[config.mk]
export PLATFORM = sky130hd
export DESIGN_NAME = snn_layer_sequencer_flat
export DESIGN_NICKNAME = d
export VERILOG_FILES = /design/src/rtl/snn_layer_sequencer_pkg.sv /design/src/rtl/snn_layer_sequencer_if.sv /design/src/rtl/snn_layer_sequencer_outstanding_ctr.sv /design/src/rtl/snn_layer_sequencer.sv /design/src/flat_wrapper.sv
export SDC_FILE = /design/constraint.sdc
export NUM_CORES = 1
export LEC_CHECK = 0
export BUFFER_PORTS_ARGS = -buffer_cell sky130_fd_sc_hd__buf_4
export CAP_MARGIN = 10
export CORE_MARGIN = 4
export CORE_UTILIZATION = 30
export CTS_BUF_LIST = sky130_fd_sc_hd__clkbuf_16
export DETAILED_ROUTE_END_ITERATION = 10
export PLACE_DENSITY = 0.54
export RECOVER_POWER = 100
export SYNTH_ARGS = -nofsm -noshare
export SYNTH_HDL_FRONTEND = slang
export SYNTH_SLANG_ARGS = --single-unit
export TNS_END_PERCENT = 50
[constraint.sdc]
create_clock -name clk -period 3.7 [get_ports clk]
set_input_delay 0.74 -clock clk [delete_from_list [all_inputs] [get_ports clk]]
set_output_delay 0.74 -clock clk [all_outputs]
set_load 0.03 [all_outputs]
[src/rtl/snn_layer_sequencer_pkg.sv]
// snn_layer_sequencer_pkg: shared FSM state type and width helpers for the layer sequencer.
package snn_layer_sequencer_pkg;
    typedef enum logic [2:0] {IDLE, RUN, DRAIN, NEXT, DONE} state_t;
    function automatic int clogb2(input int v);
        int r;
        r = 0;
        for (int t = v; t > 0; t = t >> 1) r++;
        return (r < 1) ? 1 : r;
    endfunction
    function automatic int lid_w(input int layers);
        return clogb2(layers - 1);
    endfunction
    function automatic int out_w(input int max_out);
        return clogb2(max_out);
    endfunction
endpackage

[src/rtl/snn_layer_sequencer_if.sv]
// snn_layer_sequencer_if: beat handshake between sequencer, synapse stage and neuron.
interface snn_layer_sequencer_if import snn_layer_sequencer_pkg::*; #(
    parameter int LAYERS = 4,
    parameter int NEURON_W = 8
);
    localparam int LID_W = lid_w(LAYERS);
    logic syn_valid;
    logic syn_ready;
    logic en;
    logic voltage_ready;
    logic [LID_W-1:0] layer_id;
    logic [NEURON_W-1:0] neuron_idx;
    modport master (input syn_valid, voltage_ready, output syn_ready, en, layer_id, neuron_idx);
    modport slave (output syn_valid, voltage_ready, input syn_ready, en, layer_id, neuron_idx);
endinterface

[src/rtl/snn_layer_sequencer_outstanding_ctr.sv]
// snn_outstanding_ctr: saturating count of issued-but-unretired beats with full/empty/underflow flags.
module snn_outstanding_ctr #(
    parameter int MAX = 4,
    parameter int W = 3
) (
    input  logic         clk,
    input  logic         rst,
    input  logic         inc,
    input  logic         dec,
    output logic [W-1:0] cnt,
    output logic         full,
    output logic         empty,
    output logic         underflow
);
    assign full = cnt == W'(MAX);
    assign empty = cnt == '0;
    assign underflow = dec && empty;
    // a retire against an empty counter is stray and never cancels a same-cycle issue
    always_ff @(posedge clk or posedge rst)
        if (rst) cnt <= '0;
        else if (inc && (!dec || empty) && !full) cnt <= cnt + W'(1);
        else if (dec && !inc && !empty) cnt <= cnt - W'(1);
endmodule

[src/rtl/snn_layer_sequencer.sv]
// snn_layer_sequencer: walks layers per timestep, issuing neuron beats and draining them before advancing.
module snn_layer_sequencer import snn_layer_sequencer_pkg::*; #(
    parameter int LAYERS = 4,
    parameter int NEURON_W = 8,
    parameter int MAX_OUT = 4
) (
    input  logic                clk,
    input  logic                rst,
    input  logic                start,
    input  logic [NEURON_W-1:0] n_neurons_1,
    input  logic [NEURON_W-1:0] n_neurons_2,
    input  logic [NEURON_W-1:0] n_neurons_3,
    input  logic [NEURON_W-1:0] n_neurons_4,
    snn_layer_sequencer_if.master nrn,
    output logic                busy,
    output logic                layer_done,
    output logic                done,
    output logic                err
);
    localparam int LID_W = lid_w(LAYERS);
    localparam int OUT_W = out_w(MAX_OUT);
    state_t state;
    logic [NEURON_W-1:0] issued;
    logic [NEURON_W-1:0] n_cur;
    logic [LID_W-1:0] lid;
    logic [OUT_W-1:0] outstanding;
    logic full, empty, underflow;
    assign n_cur = lid == LID_W'(0) ? n_neurons_1 :
                   lid == LID_W'(1) ? n_neurons_2 :
                   lid == LID_W'(2) ? n_neurons_3 : n_neurons_4;
    assign nrn.en = state == RUN && nrn.syn_valid && issued < n_cur && !full;
    assign nrn.syn_ready = nrn.en;
    assign nrn.layer_id = lid;
    assign nrn.neuron_idx = issued;
    snn_outstanding_ctr #(.MAX(MAX_OUT), .W(OUT_W)) u_out (
        .clk(clk),
        .rst(rst),
        .inc(nrn.en),
        .dec(nrn.voltage_ready),
        .cnt(outstanding),
        .full(full),
        .empty(empty),
        .underflow(underflow)
    );
    always_ff @(posedge clk or posedge rst)
        if (rst) begin
            state <= IDLE;
            issued <= '0;
            lid <= '0;
            busy <= 1'b0;
            layer_done <= 1'b0;
            done <= 1'b0;
            err <= 1'b0;
        end else begin
            layer_done <= 1'b0;
            done <= 1'b0;
            if (underflow) err <= 1'b1;
            if (nrn.en) issued <= issued + NEURON_W'(1);
            case (state)
                IDLE: if (start) begin
                    state <= RUN;
                    busy <= 1'b1;
                    err <= 1'b0;
                    issued <= '0;
                    lid <= '0;
                end
                RUN: if (issued == n_cur) state <= DRAIN;
                DRAIN: if (empty) begin
                    state <= NEXT;
                    layer_done <= 1'b1;
                end
                NEXT: begin
                    issued <= '0;
                    if (lid < LID_W'(LAYERS - 1)) begin
                        lid <= lid + LID_W'(1);
                        state <= RUN;
                    end else begin
                        state <= DONE;
                        done <= 1'b1;
                    end
                end
                DONE: begin
                    state <= IDLE;
                    busy <= 1'b0;
                    lid <= '0;
                end
                default: state <= IDLE;
            endcase
        end
endmodule

[src/flat_wrapper.sv]
// flat-port wrapper written by rule: the top's interface ports become plain ports
module snn_layer_sequencer_flat import snn_layer_sequencer_pkg::*;
#(
    parameter int LAYERS = 4,
    parameter int NEURON_W = 8,
    parameter int MAX_OUT = 4
)
  (clk, rst, start, n_neurons_1, n_neurons_2, n_neurons_3, n_neurons_4, busy, layer_done, done, err, nrn_syn_valid, nrn_voltage_ready, nrn_syn_ready, nrn_en, nrn_layer_id, nrn_neuron_idx);
  snn_layer_sequencer_if #(.LAYERS(LAYERS), .NEURON_W(NEURON_W)) nrn_i ();
  input  logic clk;
  input  logic rst;
  input  logic start;
  input  logic [NEURON_W-1:0] n_neurons_1;
  input  logic [NEURON_W-1:0] n_neurons_2;
  input  logic [NEURON_W-1:0] n_neurons_3;
  input  logic [NEURON_W-1:0] n_neurons_4;
  output logic busy;
  output logic layer_done;
  output logic done;
  output logic err;
  input wire logic [$bits(nrn_i.syn_valid)-1:0] nrn_syn_valid;
  input wire logic [$bits(nrn_i.voltage_ready)-1:0] nrn_voltage_ready;
  output wire logic [$bits(nrn_i.syn_ready)-1:0] nrn_syn_ready;
  output wire logic [$bits(nrn_i.en)-1:0] nrn_en;
  output wire logic [$bits(nrn_i.layer_id)-1:0] nrn_layer_id;
  output wire logic [$bits(nrn_i.neuron_idx)-1:0] nrn_neuron_idx;
  assign nrn_i.syn_valid = nrn_syn_valid;
  assign nrn_i.voltage_ready = nrn_voltage_ready;
  assign nrn_syn_ready = nrn_i.syn_ready;
  assign nrn_en = nrn_i.en;
  assign nrn_layer_id = nrn_i.layer_id;
  assign nrn_neuron_idx = nrn_i.neuron_idx;
  snn_layer_sequencer #(.LAYERS(LAYERS), .NEURON_W(NEURON_W), .MAX_OUT(MAX_OUT)) u_core (.clk(clk), .rst(rst), .start(start), .n_neurons_1(n_neurons_1), .n_neurons_2(n_neurons_2), .n_neurons_3(n_neurons_3), .n_neurons_4(n_neurons_4), .nrn(nrn_i), .busy(busy), .layer_done(layer_done), .done(done), .err(err));
endmodule
==> impl_metrics.json, run 1 <==
{
  "status": "completed",
  "path_delay_family": "compound AO/OA/AOI/OAI gates",
  "worstPathCellList": "inv_2 -> ha_4 -> buf_6 -> mux2i_1 -> nor2_1 -> a21oi_1 -> nor2_1 -> a21oi_2 -> ha_1 -> nor2b_1 -> o211ai_1 -> a21oi_4 -> nor2_4 -> buf_6 -> buf_6",
  "yosys.area_share.simple_pct": 20.7,
  "seqPwrFrac_pct": 23.1,
  "hold_buffers": 0,
  "drive_above_1_share_pct": 28.9,
  "ant_nets": 0,
  "setup_viol": 0,
  "combPwrFrac_pct": 56.7,
  "synth_cell_type_count": 41,
  "worstReg2RegStart": "u_core.nrn.layer_id[0]$_DFFE_PP0P_",
  "syn_inst": 183,
  "worst_skew_pair.late_latency_ns": 0.26,
  "grt_use_met1_pct": 17.8,
  "syn_nets": 234,
  "r2r_setup_slack_ns": 0.32,
  "grt-ovfl-total": 0,
  "worstHoldStart": "u_core.err$_DFF_PP0_",
  "yosysWarningCount": 0,
  "synth_top_area_cell": "dfrtp_1",
  "buffer_ports.inserted": 52,
  "crit_buf_inv": 4,
  "clk_pin_slew_ns": 0.06,
  "start_util_pct": 30.9,
  "crit_required_ns": 2.96,
  "area_growth_pct": 41.6,
  "grt_usage_pct": 12.7,
  "cts_tree": "yes",
  "syn_area_um2": 1570,
  "clock_path_buffers": 2,
  "core.rowCount": 26,
  "reg2reg_depth": 17,
  "vias": 1495,
  "slowest_delay_ns": 0.38,
  "cap_violations": 0,
  "critPathArrivalTime_ns": 2.76,
  "cts-root-buf": "clkbuf_16",
  "antenna_cells": 0,
  "whs_endpoint": "u_core.err$_DFF_PP0_",
  "ys_ff_latch": 20,
  "fin_worst_skew_ns": 0.00196,
  "end_kind": "output port",
  "nFillCells": 526,
  "rsz0062_at_grt": "no",
  "p_leak_uw": 0.000970,
  "dr.first_iter.drc_count": 32,
  "nets": 298,
  "drc": 0,
  "finalCritPeriodShare_pct": 94.5,
  "synth_top_family_by_area": "simple AND/OR/NAND/NOR gates",
  "avgRoutedWirePerCell_um": 13.0,
  "grt_pass1_wl_mm": 6.44,
  "swShare_pct": 42.0,
  "synth-async-reset-ratio_pct": 100,
  "routed_wirelength_mm": 4.10,
  "relSlewSlack_pct": 47.8,
  "p_per_area_nw_per_um2": 675,
  "synthAdderAreaFrac_pct": 11.6,
  "drv_slew": 0,
  "finalHoldViolations": 0,
  "synth.top_cell.area_share_pct": 31.9,
  "grt_antenna_before_repair": 0,
  "vdd_ir_drop_max_uv": 371,
  "dr.pass1.iters": 4,
  "worst_pin_slew_ns": 0.783,
  "die-area_um2": 6460,
  "synth-edff-count": 0,
  "hold_depth": 2,
  "cpMostUsedCell": "buf_6",
  "core_um2": 5070,
  "slowest_stage": "dfrtp_1",
  "htreeDepth": 1,
  "min_path_type": "flip-flop to flip-flop",
  "clock_power_share_pct": 20.1,
  "path_max_fanout": 5,
  "place_congestion": 0.809,
  "multi_input_area_um2": 1020,
  "io_pins": 53,
  "hpwlAfterDp_mm": 3.02,
  "grt_pass1_vias": 1361,
  "cts_buffers": 3,
  "ys.flop_type": "dfrtp_1",
  "busiest_layer": "met2",
  "die_w_um": 80.3,
  "reg2reg_to": "u_core.nrn.neuron_idx[6]$_DFF_PP0_",
  "clock-sinks": 20,
  "tns_ns": 0,
  "p_switching_uw": 629,
  "internal_power_uw": 871,
  "synth_compound_gate_area_share_pct": 19.2,
  "netlist_top_cells_count": "a21oi_1, nor2_1, dfrtp_1, ha_1, mux2i_1",
  "ys_seq_area_share_pct": 31.9,
  "syn_area_per_cell_um2": 8.58,
  "yosys.area_share.xor_xnor_pct": 3.90,
  "synth.area.top_cells": "dfrtp_1, ha_1, a21oi_1, mux2i_1, nor2_1",
  "final_util_pct": 43.8,
  "critical_path_class": "flip-flop to output port",
  "grt_max_degree": 21,
  "fin_crit_ns": 3.50,
  "synth_mux_area_share_pct": 7.01,
  "start_kind": "flip-flop",
  "met3_usage_pct": 3.25,
  "via_per_inst": 4.73,
  "chipHeight_um": 80.3,
  "gr-usage-met2_pct": 18.6,
  "max_freq_mhz": 286,
  "regArea_um2": 500
}
[routing by layer]
| layer | part of all wire [%] | wire, um | vias up |
|---|---|---|---|
| li1 | - | - | 773 |
| met1 | 48 | 1960 | 669 |
| met2 | 42 | 1720 | 47 |
| met3 | 8.6 | 352 | 6 |
| met4 | 1.5 | 63 | 0 |
| met5 | 0 | 0 | - |
[cells in the final DEF (no fill, tap or decap), types with 2 or more instances in the layout]
cell,count
clkbuf_1,16
buf_6,4
a21oi_1,24
nor2b_1,2
nand2_1,9
buf_4,46
dfrtp_1,20
nor4_1,2
a211oi_2,2
clkbuf_16,3
or3_1,2
o21ai_0,9
ha_4,2
nor2_1,25
inv_1,9
a31o_2,2
clkbuf_4,3
xnor2_1,6
ha_1,10
nand3_1,5
nand4_1,4
nor3_1,5
mux2i_1,11
[flip-flops by register name (all words and copies together), names as in the netlist]
register	count
u_core.state	3
u_core.nrn.layer_id	2
u_core.done	1
u_core.layer_done	1
u_core.busy	1
u_core.err	1
u_core.nrn.neuron_idx	8
u_core.u_out.cnt	3
[logic make-up (layout without fill, tap and decap cells)]
logic type / Yosys count / after routing
adders and majority gates: 14 / 14
DFF: 20 / 20
xor gates and xnor gates: 7 / 7
AOI/OAI and AO/OA: 47 / 47
buffers and inverters: 20 / 83
muxes: 11 / 11
and+or+nand+nor: 64 / 64
[layout make-up]
class | instances | area share (%)
inverter | 10 | 1.69
clock buffer | 3 | 3.38
clock inverter | 1 | 1.35
timing repair buffer | 69 | 21.3
multi-input combinational | 143 | 45.9
sequential | 20 | 22.5
tap | 70 | 3.94
[power by group through the flow]
stage | sequential [uW] | clock (uW) | combinational (uW)
after floorplan | 369 | 0 | 547
after global placement | 353 | 0 | 766
after detailed placement | 353 | 0 | 773
after CTS | 349 | 309 | 800
after global routing | 361 | 320 | 951
final | 347 | 302 | 851
[how the worst max path moves through the flow]
stage / slack, ns / depth (start not counted) / end / startpoint
global placement: 0.20 / 18 / u_core.u_out.cnt[2]$_DFFE_PP0P_ / u_core.nrn.layer_id[0]$_DFFE_PP0P_
finish: 0.20 / 15 / nrn_syn_ready / u_core.nrn.layer_id[0]$_DFFE_PP0P_
CTS: 0.04 / 15 / nrn_syn_ready / u_core.nrn.layer_id[0]$_DFFE_PP0P_
floorplan: 0.02 / 18 / u_core.u_out.cnt[2]$_DFFE_PP0P_ / u_core.nrn.layer_id[1]$_DFFE_PP0P_
detailed placement: 0.15 / 18 / u_core.u_out.cnt[2]$_DFFE_PP0P_ / u_core.nrn.layer_id[0]$_DFFE_PP0P_
global route: 0.04 / 14 / nrn_syn_ready / u_core.nrn.layer_id[0]$_DFFE_PP0P_
[stage by stage]
stage               std cells  area (um2)  total power, uW  hold slack [ns]  setup WS (ns)
detailed placement        300        2030             1130            0.494          0.153
global placement          300        2030             1120            0.502          0.204
floorplan                 183        1570              916            0.501         0.0224
global route              316        2220             1630            0.559         0.0386
finish                    316        2220             1500            0.510          0.205
CTS                       306        2170             1460            0.527         0.0406
[what timing repair did]
| item | in CTS | in global routing |
|---|---|---|
| setup endpoints to repair | 2 | 2 |
| pin swaps | 2 | 7 |
| resized for setup | 5 | 8 |
| buffers inserted | 2 | 10 |
[worst register-to-register path, stage by stage (launching register included)]
cell,delay (ns)
dfrtp_1,0.38
inv_2,0.10
ha_4,0.14
buf_6,0.11
buf_4,0.12
mux2i_1,0.17
nor2_1,0.05
a21oi_1,0.11
nor2_1,0.05
a21oi_1,0.12
ha_1,0.26
a21oi_1,0.24
o2111ai_4,0.19
clkbuf_4,0.19
clkbuf_4,0.12
nor3b_1,0.55
a31o_2,0.26
a21oi_1,0.05
Note: power is estimated with default switching activity, not from simulation.
==> run 2, diff against run 1 <==
==> constraint.sdc (replaced) <==
create_clock -name clk -period 3.7 [get_ports clk]
set_input_delay 0.185 -clock clk [delete_from_list [all_inputs] [get_ports clk]]
set_output_delay 0.185 -clock clk [all_outputs]
set_load 0.03 [all_outputs]
==> run 2 against run 1 <==
Clock power is 27% lower; final cell count is 4.4% lower; non-clock buffer count is 14 lower; global-route usage is 0.77 points lower; sequential share of layout area is 2.0 points higher; count of clock-buffer cells in the layout stayed put; maximum frequency is 4.9% higher; clock skew is 0.00057 ns lower; combinational power is 15% lower; hold slack worse by 0.43 ns; core utilization is 3.5 points lower.
==> impl_metrics.json, run 2 (synthesized netlist as in run 1, its figures left out) <==
{
  "dr.first_iter.drc_count": 52,
  "p_switching_uw": 580,
  "cts_tree": "yes",
  "cts_buffers": 3,
  "drc": 0,
  "clock-sinks": 20,
  "grt_max_degree": 21,
  "tns_ns": 0,
  "drive_above_1_share_pct": 22.4,
  "routed_wirelength_mm": 3.78,
  "grt_pass1_wl_mm": 6.26,
  "start_util_pct": 30.9,
  "p_leak_uw": 0.000874,
  "cts-resized-gates": 0,
  "largest_reg_flops": 8,
  "chipHeight_um": 80.3,
  "status": "completed",
  "drv_slew": 0,
  "crit_required_ns": 3.81,
  "vdd_ir_drop_max_uv": 269,
  "hold_buffers": 0,
  "core.rowCount": 26,
  "path_max_fanout": 9,
  "grt_usage_pct": 12.0,
  "final_common_cell": "buf_4",
  "fin_crit_ns": 3.33,
  "clock_path_buffers": 2,
  "worst_pin_slew_ns": 0.774,
  "slowest_delay_ns": 0.41,
  "clk_pin_slew_ns": 0.05,
  "place_area_um2": 2020,
  "finalCritPeriodShare_pct": 90.1,
  "antenna_cells": 0,
  "p_per_area_nw_per_um2": 634,
  "core_um2": 5070,
  "fin_worst_skew_ns": 0.00139,
  "critPathArrivalTime_ns": 3.45,
  "via_per_inst": 4.70,
  "vias": 1419,
  "crit_buf_inv": 1,
  "die-area_um2": 6460,
  "swShare_pct": 44.8,
  "regArea_um2": 500,
  "avgRoutedWirePerCell_um": 12.5,
  "worst_skew_pair.late_latency_ns": 0.25,
  "place_congestion": 0.742,
  "nFillCells": 542,
  "start_kind": "flip-flop",
  "grt_antenna_before_repair": 0,
  "multi_input_area_um2": 991,
  "cts_setup_buffers": 0,
  "min_path_type": "primary input to async pin",
  "htreeDepth": 1,
  "fin_area_um2": 2040,
  "relSlewSlack_pct": 48.4,
  "clock_power_share_pct": 16.9,
  "setup_viol": 0,
  "cap_violations": 0,
  "critical_path_class": "flip-flop to flip-flop",
  "io_pins": 53,
  "die_w_um": 80.3,
  "combPwrFrac_pct": 56.1,
  "slowest_stage": "dfrtp_1",
  "rsz0062_at_grt": "no",
  "hpwlAfterDp_mm": 3.06,
  "grt-ovfl-total": 0,
  "dr.pass1.iters": 4,
  "grt_pass1_vias": 1393,
  "end_kind": "flip-flop",
  "finalHoldViolations": 0,
  "buffer_ports.inserted": 52,
  "layout.cells.most_common_list": "buf_4, nor2_1, a21oi_1",
  "worstPathCellList": "inv_1 -> ha_4 -> mux2i_1 -> nor2_1 -> a21oi_1 -> nor2_1 -> a21oi_1 -> ha_1 -> a211oi_2 -> o2111ai_4 -> nor2_2 -> nand3_1 -> fa_1 -> nand2b_1 -> mux2i_1 -> o221ai_1",
  "cts-root-buf": "clkbuf_16",
  "path_delay_family": "adder cells",
  "nets": 284,
  "ant_nets": 0,
  "internal_power_uw": 716,
  "area_growth_pct": 30.2,
  "seqPwrFrac_pct": 27.0,
  "max_freq_mhz": 300
}
[run 2: worst paths after layout]
path / cells past startpoint / slack [ns] / end / startpoint
worst max-delay path: 16 / 0.37 / u_core.u_out.cnt[2]$_DFFE_PP0P_ / u_core.nrn.layer_id[0]$_DFFE_PP0P_
worst min-delay path: 2 / 0.08 / u_core.busy$_DFFE_PP0P_ / rst
worst max register to register: 16 / 0.37 / u_core.u_out.cnt[2]$_DFFE_PP0P_ / u_core.nrn.layer_id[0]$_DFFE_PP0P_
worst min register to register: 2 / 0.50 / u_core.err$_DFF_PP0_ / u_core.err$_DFF_PP0_
max in group asynchronous: 2 / 3.13 / u_core.nrn.neuron_idx[4]$_DFF_PP0_ / rst
min in group clk: 3 / 0.24 / u_core.busy$_DFFE_PP0P_ / start
[run 2: final cells by class]
cell class / count / area share [%]
clock inverter: 1 / 0.184
timing repair buffer: 55 / 17.1
sequential: 20 / 24.5
tap: 70 / 4.28
inverter: 10 / 1.84
clock buffer: 3 / 3.67
multi-input combinational: 143 / 48.5
[run 2: power groups by stage]
stage / Combinational [uW] / Clock [uW] / Sequential [uW]
floorplan: 547 / 0 / 369
global placement: 749 / 0 / 353
detailed placement: 758 / 0 / 353
CTS: 761 / 226 / 350
global route: 838 / 235 / 363
finish: 727 / 219 / 350
[run 2: layer usage]
layer / vias up / track usage [%] / part of all wire (%)
li1: 750 / - / -
met1: 625 / 15.7 / 49
met2: 42 / 19.5 / 43
met3: 2 / 3.03 / 8.1
met4: 0 / 3.04 / 0.61
met5: - / 0 / 0
[run 2: per-stage QoR]
| step | total power, uW | util (%) | worst slack [ns] | hold WS, ns | std cells |
|---|---|---|---|---|---|
| floorplan | 916 | - | 0.0224 | 0.149 | 183 |
| global placement | 1100 | 39.8 | 0.264 | 0.391 | 298 |
| detailed placement | 1110 | 39.8 | 0.135 | 0.394 | 298 |
| CTS | 1340 | 41.3 | 0.139 | 0.124 | 302 |
| global route | 1440 | 40.3 | 0.0728 | 0.179 | 302 |
| finish | 1300 | 40.3 | 0.367 | 0.0805 | 302 |
[run 2: worst reg2reg max path: stages (launching register included)]
cell and delay (ns):
dfrtp_1 0.41, inv_1 0.17, ha_4 0.23, mux2i_1 0.20, nor2_1 0.06, a21oi_1 0.12, nor2_1 0.05, a21oi_1 0.14
ha_1 0.27, a211oi_2 0.26, o2111ai_4 0.23, nor2_2 0.17, nand3_1 0.10, fa_1 0.41, nand2b_1 0.16, mux2i_1 0.11
o221ai_1 0.12
==> run 3, diff against run 2 <==
--- a/config.mk
+++ b/config.mk
@@ -15,5 +15,6 @@
 export RECOVER_POWER = 100
 export SYNTH_ARGS = -nofsm -noshare
 export SYNTH_HDL_FRONTEND = slang
+export SYNTH_HIERARCHICAL = 1
 export SYNTH_SLANG_ARGS = --single-unit
 export TNS_END_PERCENT = 50
==> run 3 against run 2 <==
Sequential power is 6.6% higher; largest power group unchanged; routed wire length is 2.9% higher; clock power increased by 36%; flip-flop and latch count unchanged; hold slack better by 0.15 ns.
==> impl_metrics.json, run 3 <==
{
  "max_freq_mhz": 292,
  "synth-async-reset-ratio_pct": 100,
  "cts_setup_buffers": 0,
  "final_cell_count_no_fill": 309,
  "finalHoldViolations": 0,
  "synth_top_area_cell": "dfrtp_1",
  "synth_cell_type_count": 44,
  "rsz0062_at_grt": "no",
  "worstReg2RegStart": "u_core/nrn.layer_id[0]$_DFFE_PP0P_",
  "setup_viol": 0,
  "critPathArrivalTime_ns": 3.63,
  "m1WireLength_mm": 1.75,
  "clk_pin_slew_ns": 0.06,
  "start_kind": "flip-flop",
  "vias": 1477,
  "dr.first_iter.drc_count": 52,
  "fin_ws_ns": 0.270,
  "nets": 291,
  "io_pins": 53,
  "syn_nets": 239,
  "cts-root-buf": "clkbuf_16",
  "final_common_cell": "buf_4",
  "chipHeight_um": 81.5,
  "syn_area_per_cell_um2": 8.62,
  "placed_cells": 304,
  "routed-wl-met2_mm": 1.93,
  "drive_above_1_share_pct": 23.8,
  "cts_buffers": 3,
  "htreeDepth": 1,
  "ant_nets": 0,
  "combPwrFrac_pct": 44.1,
  "clock_path_buffers": 2,
  "buffer_ports.inserted": 52,
  "yosys.cell_count.top_type": "nor2_1",
  "synth.area.top_cells": "dfrtp_1, ha_1, nor2_1, a21oi_1, mux2i_1",
  "routed.top_layer": "met4",
  "area_growth_pct": 32.0,
  "reg2reg_to": "u_core/u_out/cnt[2]$_DFFE_PP0P_",
  "grt_pass1_vias": 1350,
  "vdd_ir_drop_max_uv": 350,
  "path_max_fanout": 6,
  "core_um2": 5170,
  "syn_area_um2": 1620,
  "internal_power_uw": 715,
  "finalCritPeriodShare_pct": 92.7,
  "fin_crit_ns": 3.43,
  "layout.cells.most_common_list": "buf_4, nor2_1, a21oi_1",
  "wl_met3_um": 202,
  "grt_antenna_before_repair": 0,
  "reg2reg_depth": 16,
  "grt_usage_pct": 12.0,
  "largest_reg_flops": 8,
  "cts_tree": "yes",
  "syn_inst": 188,
  "hold_depth": 3,
  "drc": 0,
  "routed_wirelength_mm": 3.90,
  "place_congestion": 0.768,
  "end_kind": "flip-flop",
  "die_w_um": 81.5,
  "grt-ovfl-total": 0,
  "worst_pin_slew_ns": 0.755,
  "min_path_type": "primary input to flip-flop",
  "drv_slew": 0,
  "grt_pass1_wl_mm": 6.28,
  "r2r_setup_slack_ns": 0.27,
  "post-place-ws_ns": 0.0904,
  "core.rowCount": 26,
  "die-area_um2": 6640,
  "antenna_cells": 0,
  "swShare_pct": 40.3,
  "hpwlAfterDp_mm": 3.19,
  "relSlewSlack_pct": 49.2,
  "clock-sinks": 20,
  "crit_required_ns": 3.90,
  "clock_power_share_pct": 24.8,
  "via_per_inst": 4.78,
  "critical_path_class": "flip-flop to flip-flop",
  "cap_violations": 0,
  "start_util_pct": 31.3,
  "whs_endpoint": "u_core/busy$_DFFE_PP0P_",
  "p_per_area_nw_per_um2": 561,
  "ys_ff_latch": 20,
  "dr.pass1.iters": 4,
  "worstHoldStart": "start",
  "avgRoutedWirePerCell_um": 12.6,
  "ys_seq_area_share_pct": 30.9,
  "worst_skew_pair.late_latency_ns": 0.25,
  "p_switching_uw": 484,
  "status": "completed",
  "power.total_uw": 1200,
  "grt_max_degree": 18,
  "yosysWarningCount": 6,
  "synth.top_cell.area_share_pct": 30.9,
  "netlist_top_cells_count": "nor2_1, a21oi_1, dfrtp_1, ha_1, mux2i_1",
  "p_leak_uw": 0.000937,
  "synth-edff-count": 0,
  "ys.flop_type": "dfrtp_1",
  "seqPwrFrac_pct": 31.1,
  "fin_worst_skew_ns": 0.00492
}
[run 3: changes by cell type after synthesis, moves of 3 or more]
cell,before,now
a21oi_1,25,22
inv_1,10,7
nor3_1,5,1
nor2_1,25,30
nand3_1,5,10
[run 3: area by class of cell]
cell class                 count  area (um2)
tap                           70        87.6
inverter                       7        26.3
fill                         548        3030
clock inverter                 1        30.0
multi-input combinational    149        1030
clock buffer                   3        75.1
timing repair buffer          59         385
sequential                    20         503
[run 3: worst max path at each step]
| stage | start | end | slack (ns) | cells past startpoint |
|---|---|---|---|---|
| floorplan | u_core/nrn.layer_id[0]$_DFFE_PP0P_ | u_core/u_out/cnt[2]$_DFFE_PP0P_ | -0.25 | 18 |
| global placement | u_core/nrn.layer_id[0]$_DFFE_PP0P_ | u_core/u_out/cnt[2]$_DFFE_PP0P_ | 0.13 | 16 |
| detailed placement | u_core/nrn.layer_id[0]$_DFFE_PP0P_ | u_core/u_out/cnt[2]$_DFFE_PP0P_ | 0.09 | 16 |
| CTS | u_core/nrn.layer_id[0]$_DFFE_PP0P_ | u_core/u_out/cnt[2]$_DFFE_PP0P_ | 0.06 | 16 |
| global route | u_core/nrn.layer_id[1]$_DFFE_PP0P_ | u_core/u_out/cnt[2]$_DFFE_PP0P_ | 0.02 | 15 |
| finish | u_core/nrn.layer_id[0]$_DFFE_PP0P_ | u_core/u_out/cnt[2]$_DFFE_PP0P_ | 0.27 | 16 |
[run 3: timing repair]
| action | in CTS | in global routing |
|---|---|---|
| hold buffers | 1 | 0 |
| endpoints found under the setup margin | 0 | 1 |
| hold endpoints to repair | 3 | 0 |
| gates resized for setup | 0 | 2 |
[run 3: power groups by stage]
stage	logic [uW]	registers, uW	clock network [uW]
2_1_floorplan	385	406	0
3_3_place_gp	573	379	0
5_1_grt	596	386	313
4_1_cts	581	376	302
6_report	529	373	297
3_5_place_dp	579	378	0
[run 3: cell families after synthesis]
| group | after synthesis | share of synthesized area (%) |
|---|---|---|
| xor+xnor | 5 | 2.70 |
| fa+ha+maj | 14 | 11.3 |
| compound gates | 41 | 15.4 |
| buf+inv | 19 | 5.87 |
| mux | 13 | 8.19 |
| simple gates | 76 | 25.7 |
| flops | 20 | 30.9 |
[run 3: per-stage QoR]
stage	utilization [%]	setup TNS (ns)	hold slack, ns	instance area (um2)
5_1_grt	41.3	0	0.245	2140
3_5_place_dp	40.3	0	0.0845	2090
4_1_cts	42.5	0	0.229	2200
3_3_place_gp	40.3	0	0.0860	2090
6_report	41.3	0	0.227	2140
2_1_floorplan	-	-0.251	-0.0614	1650
[run 3: metal layers]
layer / global-route usage (%) / vias up
li1: - / 765
met1: 15.7 / 682
met2: 20.7 / 28
met3: 2.74 / 2
met4: 1.52 / 0
met5: 0 / -
[run 3: critical path, stage by stage, from the launching register on]
cell and delay [ns]:
dfrtp_2 0.43, inv_2 0.10, ha_4 0.20, mux2i_1 0.19
nor2_1 0.05, a21oi_1 0.12, nor2_1 0.05, a21oi_1 0.13
ha_1 0.30, a211oi_4 0.26, nand4_4 0.16, nor3_4 0.16
nand3b_1 0.11, fa_2 0.38, or4b_1 0.48, o21ai_1 0.13
a211o_2 0.11
